===== src/rtl/toggle_reg_arbiter.sv =====
// Round-robin arbiter that shares one T-flop register among N_REQ requesters.
// Each granted toggle mask is applied to q as one atomic update, and an ack pulse follows.
module toggle_reg_arbiter #(
   parameter int N_REQ = 4,
   parameter int WIDTH = 8
) (
   input  logic                   clk,
   input  logic                   rst_n,
   input  logic [N_REQ-1:0]       req,
   input  logic [N_REQ*WIDTH-1:0] tmask,
   input  logic                   clr,
   output logic [N_REQ-1:0]       gnt,
   output logic                   ack,
   output logic [WIDTH-1:0]       q,
   output logic [WIDTH-1:0]       qn,
   output logic                   busy
);

   localparam int PW = (N_REQ > 1) ? $clog2(N_REQ) : 1;

   // Handshake: a requester raises req[i] with a stable tmask slice and holds both
   // until it sees ack; the mask is captured on the grant edge only.
   typedef enum logic [1:0] {
      IDLE  = 2'd0,
      GRANT = 2'd1,
      APPLY = 2'd2
   } state_t;

   state_t          state;
   logic [PW-1:0]   ptr;
   logic [PW-1:0]   win;
   logic [WIDTH-1:0] mask_r;

   logic [PW-1:0]   scan_win;
   logic [PW-1:0]   scan_cand;
   logic            scan_any;
   logic [PW-1:0]   ptr_next;

   // The first set req bit at or after ptr (wrapping) wins.
   always_comb begin
      scan_win  = ptr;
      scan_cand = ptr;
      scan_any  = 1'b0;
      for (int i = 0; i < N_REQ; i++) begin
         scan_cand = PW'((int'(ptr) + i) % N_REQ);
         if (!scan_any && req[scan_cand]) begin
            scan_any = 1'b1;
            scan_win = scan_cand;
         end
      end
   end

   assign ptr_next = (win == PW'(N_REQ - 1)) ? '0 : win + 1'b1;

   always_ff @(posedge clk or negedge rst_n) begin
      if (!rst_n) begin
         state  <= IDLE;
         q      <= '0;
         gnt    <= '0;
         ack    <= 1'b0;
         ptr    <= '0;
         win    <= '0;
         mask_r <= '0;
      end else begin
         // clr wins over a toggle on the same edge; the sequencer still completes.
         if (clr)
            q <= '0;
         else if (state == GRANT && req[win])
            q <= q ^ mask_r;

         case (state)
            IDLE: begin
               ack <= 1'b0;
               if (scan_any) begin
                  state  <= GRANT;
                  gnt    <= N_REQ'(1) << scan_win;
                  win    <= scan_win;
                  mask_r <= tmask[int'(scan_win)*WIDTH +: WIDTH];
               end else begin
                  gnt <= '0;
               end
            end
            GRANT: begin
               if (req[win]) begin
                  state <= APPLY;
                  ack   <= 1'b1;
               end else begin
                  state <= IDLE;
                  gnt   <= '0;
               end
            end
            APPLY: begin
               state <= IDLE;
               ack   <= 1'b0;
               gnt   <= '0;
               ptr   <= ptr_next;
            end
            default: begin
               state <= IDLE;
               ack   <= 1'b0;
               gnt   <= '0;
            end
         endcase
      end
   end

   assign qn   = ~q;
   assign busy = (state != IDLE);

endmodule


===== config.mk =====
export PLATFORM = sky130hd
export DESIGN_NAME = toggle_reg_arbiter
export DESIGN_NICKNAME = d
export VERILOG_FILES = /design/src/rtl/toggle_reg_arbiter.sv
export SDC_FILE = /design/constraint.sdc
export NUM_CORES = 1
export LEC_CHECK = 0
export ABC_AREA = 1
export BUFFER_PORTS_ARGS = -buffer_cell sky130_fd_sc_hd__buf_2
export CAP_MARGIN = 20
export CELL_PAD_IN_SITES_DETAIL_PLACEMENT = 1
export CELL_PAD_IN_SITES_GLOBAL_PLACEMENT = 1
export CORE_MARGIN = 2
export CORE_UTILIZATION = 36
export CTS_CLUSTER_SIZE = 30
export DETAILED_ROUTE_END_ITERATION = 16
export PLACE_DENSITY = 0.84
export SKIP_LAST_GASP = 1
export SYNTH_ARGS = -nofsm -noshare
export SYNTH_HDL_FRONTEND = slang
export SYNTH_SLANG_ARGS = --single-unit

===== constraint.sdc =====
create_clock -name clk -period 2.5 [get_ports clk]
set_input_delay 0.25 -clock clk [delete_from_list [all_inputs] [get_ports clk]]
set_output_delay 0.25 -clock clk [all_outputs]
set_load 0.01 [all_outputs]

==> results.yml, run 1 <==
cells_and_area:
  final_cells: 423
  drive_above_1_share_pct: 26.8
  areaGrowthSynthToFinish_pct: 18.3
  register_area_um2: 676
  multiInputGateArea_um2: 1150
  antenna_cells: 0
  final_net_count: 392
  fillerInstances: 737
logic_synthesis:
  synthSimpleGateAreaFrac_pct: 51.3
  synth_seq_cells: 27
  synth_compound_area_share_pct: 5.23
  synthXorXnorAreaFrac_pct: 0
  synth_fa_ha_area_share_pct: 0.623
  synth_area_per_cell_um2: 6.79
  yosysSeqAreaShare_pct: 33.6
  syn_nets: 336
  synth_top_family_by_area: "simple AND/OR/NAND/NOR gates"
  yosys_warnings: 0
  synth_cells: 296
  synth_mux_area_share_pct: 0
  synthDistinctLibCells: 25
  syn_area_um2: 2010
floorplanning:
  initial_core_util_pct: 36.9
  fp-row-count: 27
  die_h_um: 78.7
  die_width_um: 78.7
  num_io_pins: 61
  die-area_um2: 6200
  core_um2: 5440
power:
  power.density_nw_per_um2: 1410
  p_clk_share_pct: 7.6
  pwr-share-comb_pct: 69.4
  p_seq_share_pct: 22.9
  p_int_w: 0.00144
  vdd_drop_max_v: 0.000505
  swShare_pct: 57.0
  p_sw_w: 0.00191
  p_leak_nw: 1.31
sta:
  final_hold_viol_count: 0
  post-route-period-util_pct: 90.9
  final-max-slew-violation-count: 0
  relSlewSlack_pct: 59.4
  setup_ws_ps: 227
  skew_ps: 9.12
  fmax_ghz: 0.440
  setup_violations: 0
  min_period_ps: 2270
  worstMarginPinSlew_ps: 608
  tns_ps: 0
  rsz0062_at_grt: "false"
cts:
  cts_hold_buf: 1
  cts_num_sinks: 27
  ctsLongestPathBuffers: 2
  cts_setup_buffers: 0
  numCtsBuffers: 3
  clockRootBuffer: "clkbuf_8"
  cts_tree: "built"
  cts-resized-gates: 0
  insertion_delay_ps: 280
  clkTransAtPathRegs_ps: 100
  htree_num_levels: 1
place:
  place.gp.congestion: 0.785
  post-dp-hpwl_um: 4460
  dp_cells: 418
  portBuffers: 60
  dp_slack_ps: 207
route:
  vias: 2088
  ant_nets: 0
  dr.pass1.iters: 4
  routed_wl_um: 5700
  drt-initial-drc-count: 103
  drc: 0
  routedWlPerCell_um: 13.5
  routed_via_density: 4.94
worst_setup_path:
  slowest_stage: "dfrtp_1"
  end_kind: "register"
  cp_num_buf_inv: 1
  critPathRequiredTime_ps: 2670
  cp_max_fo: 18
  cp_common_cell: "nand2_1"
  critPathKind: "reg2reg"
  arrival_ps: 2440
  crit_chain: "inv_4, nand2_1, nand2_1, nand2_1, nand2_2, nor2_4, nand4_4, nand3_1, nand2_1, nand2_1, nand2_1, nand2_1, nand2_1"
  slowest_delay_ps: 620
  cp_top_family: "simple AND/OR/NAND/NOR gates"
  crit_path_start_kind: "register"
global_routing:
  gr-total-overflow: 0
  grt.total_usage_pct: 19.0
  grt_start_max_net_pins: 28
  grt_pass1_wl_um: 9530
  grt_pass1_vias: 1985
  antenna_found_initial: 0
flow_run:
  cap_viol_max_count: 0
min_path:
  holdCritPathClass: "in2reg"
outcome:
  status: "complete, no violations"
==> final timing paths <==
kind                                    startpoint                    end  slack (ps)  cells past startpoint
worst max-delay path            ptr[1]$_DFFE_PN0N_  mask_r[5]$_DFFE_PN0P_         230                     13
worst min-delay path                           clr       q[2]$_DFFE_PN0P_         260                      2
worst max register to register  ptr[1]$_DFFE_PN0N_  mask_r[5]$_DFFE_PN0P_         230                     13
worst min register to register  gnt[2]$_DFFE_PN0N_     gnt[2]$_DFFE_PN0N_         480                      2
max in group asynchronous                    rst_n     win[1]$_DFFE_PN0P_        1600                      2
min in group asynchronous                    rst_n       q[0]$_DFFE_PN0P_         500                      2
==> final cells by class <==
class | instances | area share [%]
inverters | 23 | 3.74
clock inverters | 1 | 0.316
flip-flops and latches | 27 | 28.4
multi-input cells | 234 | 48.3
well taps | 72 | 3.79
clock buffers | 3 | 1.74
repair buffers | 63 | 13.7
==> cell usage after synthesis (all sizes together) <==
cell type,n,area [µm²]
a21oi,11,55.1
a31oi,1,12.5
buf,10,88.8
clkbuf,2,7.51
clkinv,1,3.75
dfrtp,27,676
ha,1,12.5
inv,22,85.1
nand2,141,569
nand3,50,305
nand4,3,63.8
nor2,12,52.6
nor3,8,40.0
o21ai,6,30.0
o31ai,1,7.51
==> registers in the layout, summed over array words and instances (netlist names) <==
signal  cells
win         2
mask_r      8
ack         1
gnt         4
state       2
ptr         2
q           8
==> cell families after synthesis <==
kind of cell,count (synthesis)
buffers and inverters,35
adders and majority gates,1
DFF,27
and+or+nand+nor,214
AOI/OAI and AO/OA,19
==> metal layers <==
layer | vias to the layer above | GRT usage [%] | share of wire (%)
met5 | - | 0 | 0
met4 | 0 | 4.74 | 0.93
met3 | 4 | 0.909 | 3.6
met2 | 53 | 32.1 | 46
met1 | 977 | 26.8 | 49
li1 | 1054 | - | -
==> stage by stage <==
stage | hold slack (ps) | util, % | instance area (µm²) | power [W]
3_3_place_gp | 289 | 42.6 | 2320 | 0.00301
5_1_grt | 260 | 43.7 | 2380 | 0.00370
4_1_cts | 259 | 43.7 | 2380 | 0.00337
2_1_floorplan | -45.6 | - | 2010 | 0.00258
3_5_place_dp | 301 | 42.6 | 2320 | 0.00310
6_report | 260 | 43.7 | 2380 | 0.00334
==> layout by cell type (no fill, tap or decap), drive strengths merged, types with 3 or more instances in the layout <==
cell | synthesis | final
nand2 | 141 | 141
buf | 10 | 62
nand3 | 50 | 50
dfrtp | 27 | 27
inv | 22 | 22
nor2 | 12 | 12
a21oi | 11 | 11
nor3 | 8 | 8
o21ai | 6 | 6
nand4 | 3 | 3
clkbuf | 2 | 3
==> power groups by stage <==
stage               combinational (W)  sequential [W]  clock [W]
CTS                           0.00234        0.000768   0.000263
detailed placement            0.00233        0.000775          0
finish                        0.00232        0.000766   0.000256
global route                  0.00263        0.000791   0.000285
global placement              0.00224        0.000764          0
floorplan                     0.00184        0.000747          0
No activity file was read; power rests on OpenSTA's default activity.
==> run 2, diff against run 1 <==
- SETUP_SLACK_MARGIN: unset -> 0.3
==> run 2 against run 1 <==
Effect of this change: critical path depth rose by 1; die area is the same; routed wire length rose by 3.9%; first-iteration DRC count rose by 2.9%; sequential cell count unchanged; clock skew about the same; total power is 6.5% higher; combinational power increased by 9.5%; fmax up 9.4%; sequential power hardly changed; critical path type unchanged; largest power group unchanged.
==> results.yml, run 2 (synthesized netlist as in run 1, its figures left out) <==
outcome:
  status: "complete, no violations"
worst_setup_path:
  critPathKind: "reg2reg"
  crit_path_start_kind: "register"
  arrival_ps: 2250
  cp_num_buf_inv: 2
  cp_max_fo: 18
  crit_chain: "buf_4, nand2_1, nand2_1, nand2_1, nand2_2, nor2_4, nand4_4, buf_12, nand3_1, nand2_1, nand2_1, nand2_1, nand2_1, nand2_1"
  slowest_delay_ps: 420
  cp_top_family: "simple AND/OR/NAND/NOR gates"
  end_kind: "register"
  critPathRequiredTime_ps: 2670
  cp_common_cell: "nand2_1"
  slowest_stage: "dfrtp_1"
sta:
  skew_ps: 9.47
  fmax_ghz: 0.482
  tns_ps: 0
  rsz0062_at_grt: "true"
  final_hold_viol_count: 0
  relSlewSlack_pct: 59.3
  setup_violations: 0
  post-route-period-util_pct: 83.1
  final-max-slew-violation-count: 0
  worstMarginPinSlew_ps: 609
  min_period_ps: 2080
global_routing:
  grt_pass1_vias: 1985
  grt_pass1_wl_um: 9530
  gr-total-overflow: 0
  antenna_found_initial: 0
  grt_start_max_net_pins: 28
  grt.total_usage_pct: 19.0
cts:
  cts_tree: "built"
  ctsLongestPathBuffers: 2
  clkTransAtPathRegs_ps: 100
  numCtsBuffers: 3
  clockRootBuffer: "clkbuf_8"
  insertion_delay_ps: 280
  htree_num_levels: 1
  cts_num_sinks: 27
power:
  swShare_pct: 56.8
  power.density_nw_per_um2: 1430
  p_clk_share_pct: 7.2
  p_int_w: 0.00154
  vdd_drop_max_v: 0.000550
  p_seq_share_pct: 21.5
  p_sw_w: 0.00202
  pwr-share-comb_pct: 71.3
  p_leak_nw: 1.35
route:
  drt-initial-drc-count: 106
  drc: 0
  dr.pass1.iters: 4
  routed_via_density: 4.93
  routedWlPerCell_um: 13.8
  vias: 2112
  ant_nets: 0
  routed_wl_um: 5920
cells_and_area:
  most-common-layout-cells: "nand2_1, buf_2, nand3_1"
  fin_util_pct: 45.6
  drive_above_1_share_pct: 28.7
  areaGrowthSynthToFinish_pct: 23.5
  top_regs: "mask_r (8), q (8), gnt (4)"
  layout_commonest_cell: "nand2_1"
  final_net_count: 397
  stdcell_area_um2: 2480
  antenna_cells: 0
floorplanning:
  die_width_um: 78.7
  fp-row-count: 27
  num_io_pins: 61
  die-area_um2: 6200
  initial_core_util_pct: 36.9
  core_um2: 5440
  die_h_um: 78.7
place:
  dpl_cell_area_um2: 2320
  post-dp-hpwl_um: 4460
  portBuffers: 60
  place.gp.congestion: 0.785
min_path:
  holdCritPathClass: "in2reg"
flow_run:
  cap_viol_max_count: 0
[run 2: changes by cell type in the layout (fill, tap and decap cells not counted), sizes merged]
cell   delta
nand4     +1
buf       +4
[run 2: timing repair]
item / CTS / global route
pin swaps: 0 / 4
gates resized for setup: 1 / 9
buffers inserted: 0 / 4
endpoints found under the setup margin: 9 / 12
hold buffers: 1 / 0
cloned: 0 / 1
hold endpoints to repair: 17 / 0
[run 2: metrics by stage]
step                setup WS [ps]  hold WS, ps  power (W)  std cells
detailed placement            207          301    0.00310        418
floorplan                     754        -45.6    0.00258        296
global placement              227          289    0.00301        418
finish                        423          260    0.00356        428
CTS                           306          259    0.00338        423
global route                  271          260    0.00393        428
[run 2: worst paths after layout]
kind                            cells after the start          startpoint  slack, ps               endpoint
worst max-delay path                               14  ptr[0]$_DFFE_PN0N_        420  mask_r[5]$_DFFE_PN0P_
worst min-delay path                                2                 clr        260       q[2]$_DFFE_PN0P_
worst max register to register                     14  ptr[0]$_DFFE_PN0N_        420  mask_r[5]$_DFFE_PN0P_
worst min register to register                      2  gnt[2]$_DFFE_PN0N_        480     gnt[2]$_DFFE_PN0N_
max in group asynchronous                           2               rst_n       1560     ptr[1]$_DFFE_PN0N_
min in group asynchronous                           2               rst_n        500       q[0]$_DFFE_PN0P_
[run 2: final cells by class]
cell class	instances	area, µm²
clock buffers	3	41.3
clock inverters	1	7.51
fillers	728	2960
inverters	23	91.3
multi-input cells	235	1210
flip-flops and latches	27	677
well taps	72	90.1
repair buffers	67	368
[run 2: per-layer routing]
metal,global-route usage [%],wire length [µm]
met5,0,0
met4,4.74,74
met3,0.909,222
met2,32.1,2810
met1,26.8,2810
[run 2: power groups by stage]
stage	Sequential, W	Clock [W]	Combinational, W
after floorplan	0.000747	0	0.00184
after global placement	0.000764	0	0.00224
after detailed placement	0.000775	0	0.00233
after CTS	0.000770	0.000263	0.00234
after global routing	0.000788	0.000285	0.00286
final	0.000765	0.000256	0.00254
==> run 3, diff against run 2 <==
- clock period: 2.5 -> 2.06 ns (I/O delays scaled with it)
==> run 3 against run 2 <==
Effect of this change: the run now ends with setup timing left; register-to-register slack worse by 540 ps; die area unchanged; cell count up 11%; sequential cell count unchanged; non-clock buffer count up 38; setup slack worse by 540 ps; critical path depth unchanged; largest cell class unchanged.
==> results.yml, run 3 (synthesized netlist as in run 1, its figures left out) <==
global_routing:
  grt_start_max_net_pins: 28
  grt_pass1_vias: 2587
  grt.total_usage_pct: 28.7
  gr-total-overflow: 0
  antenna_found_initial: 0
  grt_pass1_wl_um: 13700
power:
  p_clk_share_pct: 4.7
  power.density_nw_per_um2: 2120
  p_seq_share_pct: 14.2
  p_sw_w: 0.00385
  vdd_drop_max_v: 0.00111
  swShare_pct: 56.8
  p_int_w: 0.00293
  pwr-share-comb_pct: 81.1
  power_w: 0.00678
  p_leak_nw: 1.70
min_path:
  holdCritPathClass: "in2reg"
floorplanning:
  die-area_um2: 6200
  core_um2: 5440
  num_io_pins: 61
  die_width_um: 78.7
  initial_core_util_pct: 36.9
  die_h_um: 78.7
  fp-row-count: 27
place:
  portBuffers: 60
  place.gp.congestion: 0.801
  post-dp-hpwl_um: 4630
  dpl_cell_area_um2: 2390
cells_and_area:
  areaGrowthSynthToFinish_pct: 58.8
  final_net_count: 442
  layout_commonest_cell: "nand2_1"
  multiInputGateArea_um2: 1520
  most-common-layout-cells: "nand2_1, buf_2, buf_4"
  top_regs: "mask_r (8), q (8), gnt (4)"
  stdcell_area_um2: 3190
  register_area_um2: 678
  drive_above_1_share_pct: 49.9
  fillerInstances: 699
  antenna_cells: 0
cts:
  ctsLongestPathBuffers: 2
  cts_tree: "built"
  insertion_delay_ps: 280
  clockRootBuffer: "clkbuf_8"
  clkTransAtPathRegs_ps: 100
  htree_num_levels: 1
  numCtsBuffers: 3
  cts_num_sinks: 27
route:
  drt-initial-drc-count: 185
  routedWlPerCell_um: 22.2
  routed_wl_um: 10500
  routed_via_density: 5.71
  ant_nets: 0
  drc: 0
  vias: 2700
  dr.pass1.iters: 5
sta:
  fmax_ghz: 0.460
  rsz0062_at_grt: "true"
  relSlewSlack_pct: 57.4
  final_hold_viol_count: 0
  final-max-slew-violation-count: 0
  post-route-period-util_pct: 106
  tns_ps: -510
  setup_ws_ps: -115
  setup_violations: 10
  worstMarginPinSlew_ps: 639
  min_period_ps: 2180
  skew_ps: 10.1
worst_setup_path:
  crit_path_start_kind: "register"
  ff2ff_setup_slack_ps: -120
  end_kind: "register"
  critPathKind: "reg2reg"
  critPathRequiredTime_ps: 2240
  arrival_ps: 2350
  cp_max_fo: 8
outcome:
  violations: "setup timing"
  status: "finished with violations"
flow_run:
  cap_viol_max_count: 0
-- run 3: changes by cell type in the layout (fill, tap and decap cells not counted), moves of 3 or more --
cell and change:
nand2_1 -32, nand3_1 -15, nand2_2 +19, clkinv_2 +3
buf_4 +26, nand3_2 +14, buf_6 +7, nand2_4 +17
buf_12 +4
-- run 3: metal layers --
metal / track usage (%) / share of wire (%) / wire length [µm]
met5: 0 / 0 / 0
met4: 14.0 / 3.9 / 408
met1: 34.3 / 39 / 4140
met3: 3.07 / 6.1 / 636
met2: 51.0 / 51 / 5320
-- run 3: power by group through the flow --
stage	Sequential [W]	Clock [W]	Combinational, W
global route	0.000984	0.000336	0.00577
CTS	0.000938	0.000308	0.00411
floorplan	0.000907	0	0.00223
finish	0.000964	0.000317	0.00550
global placement	0.000930	0	0.00289
detailed placement	0.000944	0	0.00300
-- run 3: path summary, 6_finish.rpt --
kind,from,end,depth (start not counted)
hold / removal,clr,q[1]$_DFFE_PN0P_,2
max in group asynchronous,rst_n,ptr[0]$_DFFE_PN0N_,2
setup reg to reg,ptr[0]$_DFFE_PN0N_,mask_r[5]$_DFFE_PN0P_,14
setup / recovery,ptr[0]$_DFFE_PN0N_,mask_r[5]$_DFFE_PN0P_,14
hold reg to reg,gnt[2]$_DFFE_PN0N_,gnt[2]$_DFFE_PN0N_,2
min in group asynchronous,rst_n,q[0]$_DFFE_PN0P_,2
-- run 3: metrics by stage --
step / hold slack [ps] / setup slack, ps / cells / util (%)
detailed placement: 254 / -143 / 427 / 43.9
CTS: 203 / 152 / 459 / 53.9
finish: 207 / -115 / 473 / 58.7
global placement: 252 / -84.0 / 427 / 43.9
global route: 226 / -167 / 473 / 58.7
floorplan: -89.6 / 314 / 296 / -
-- run 3: area by class of cell --
class                           instances  share of cell area (%)
Multi-Input combinational cell        240                    47.6
Timing Repair Buffer                  105                    23.4
Sequential cell                        27                    21.3
Inverter                               23                    3.10
Tap cell                               72                    2.82
Clock buffer                            3                    1.29
Timing Repair inverter                  2                   0.392
Clock inverter                          1                   0.157
-- run 3: critical path: stages, from the launching register on --
cell      delay [ps]
dfrtp_2          470
clkinv_4         110
nand2_1          150
nand2_4          100
nand2_4           90
nand2_4           70
nor2_4           160
buf_6            150
nand4_4          210
nand3_2          180
nand2_1           70
nand2_1           90
nand2_1          100
nand2_1           80
nand2_1           40
-- run 3: what timing repair did --
action,4_1_cts,5_1_grt
buffers inserted,20,11
endpoints found under the hold margin,27,0
endpoints found under the setup margin,16,23
resized for setup,57,40
hold buffers,1,0
pin swaps,27,22
gates cloned,7,3
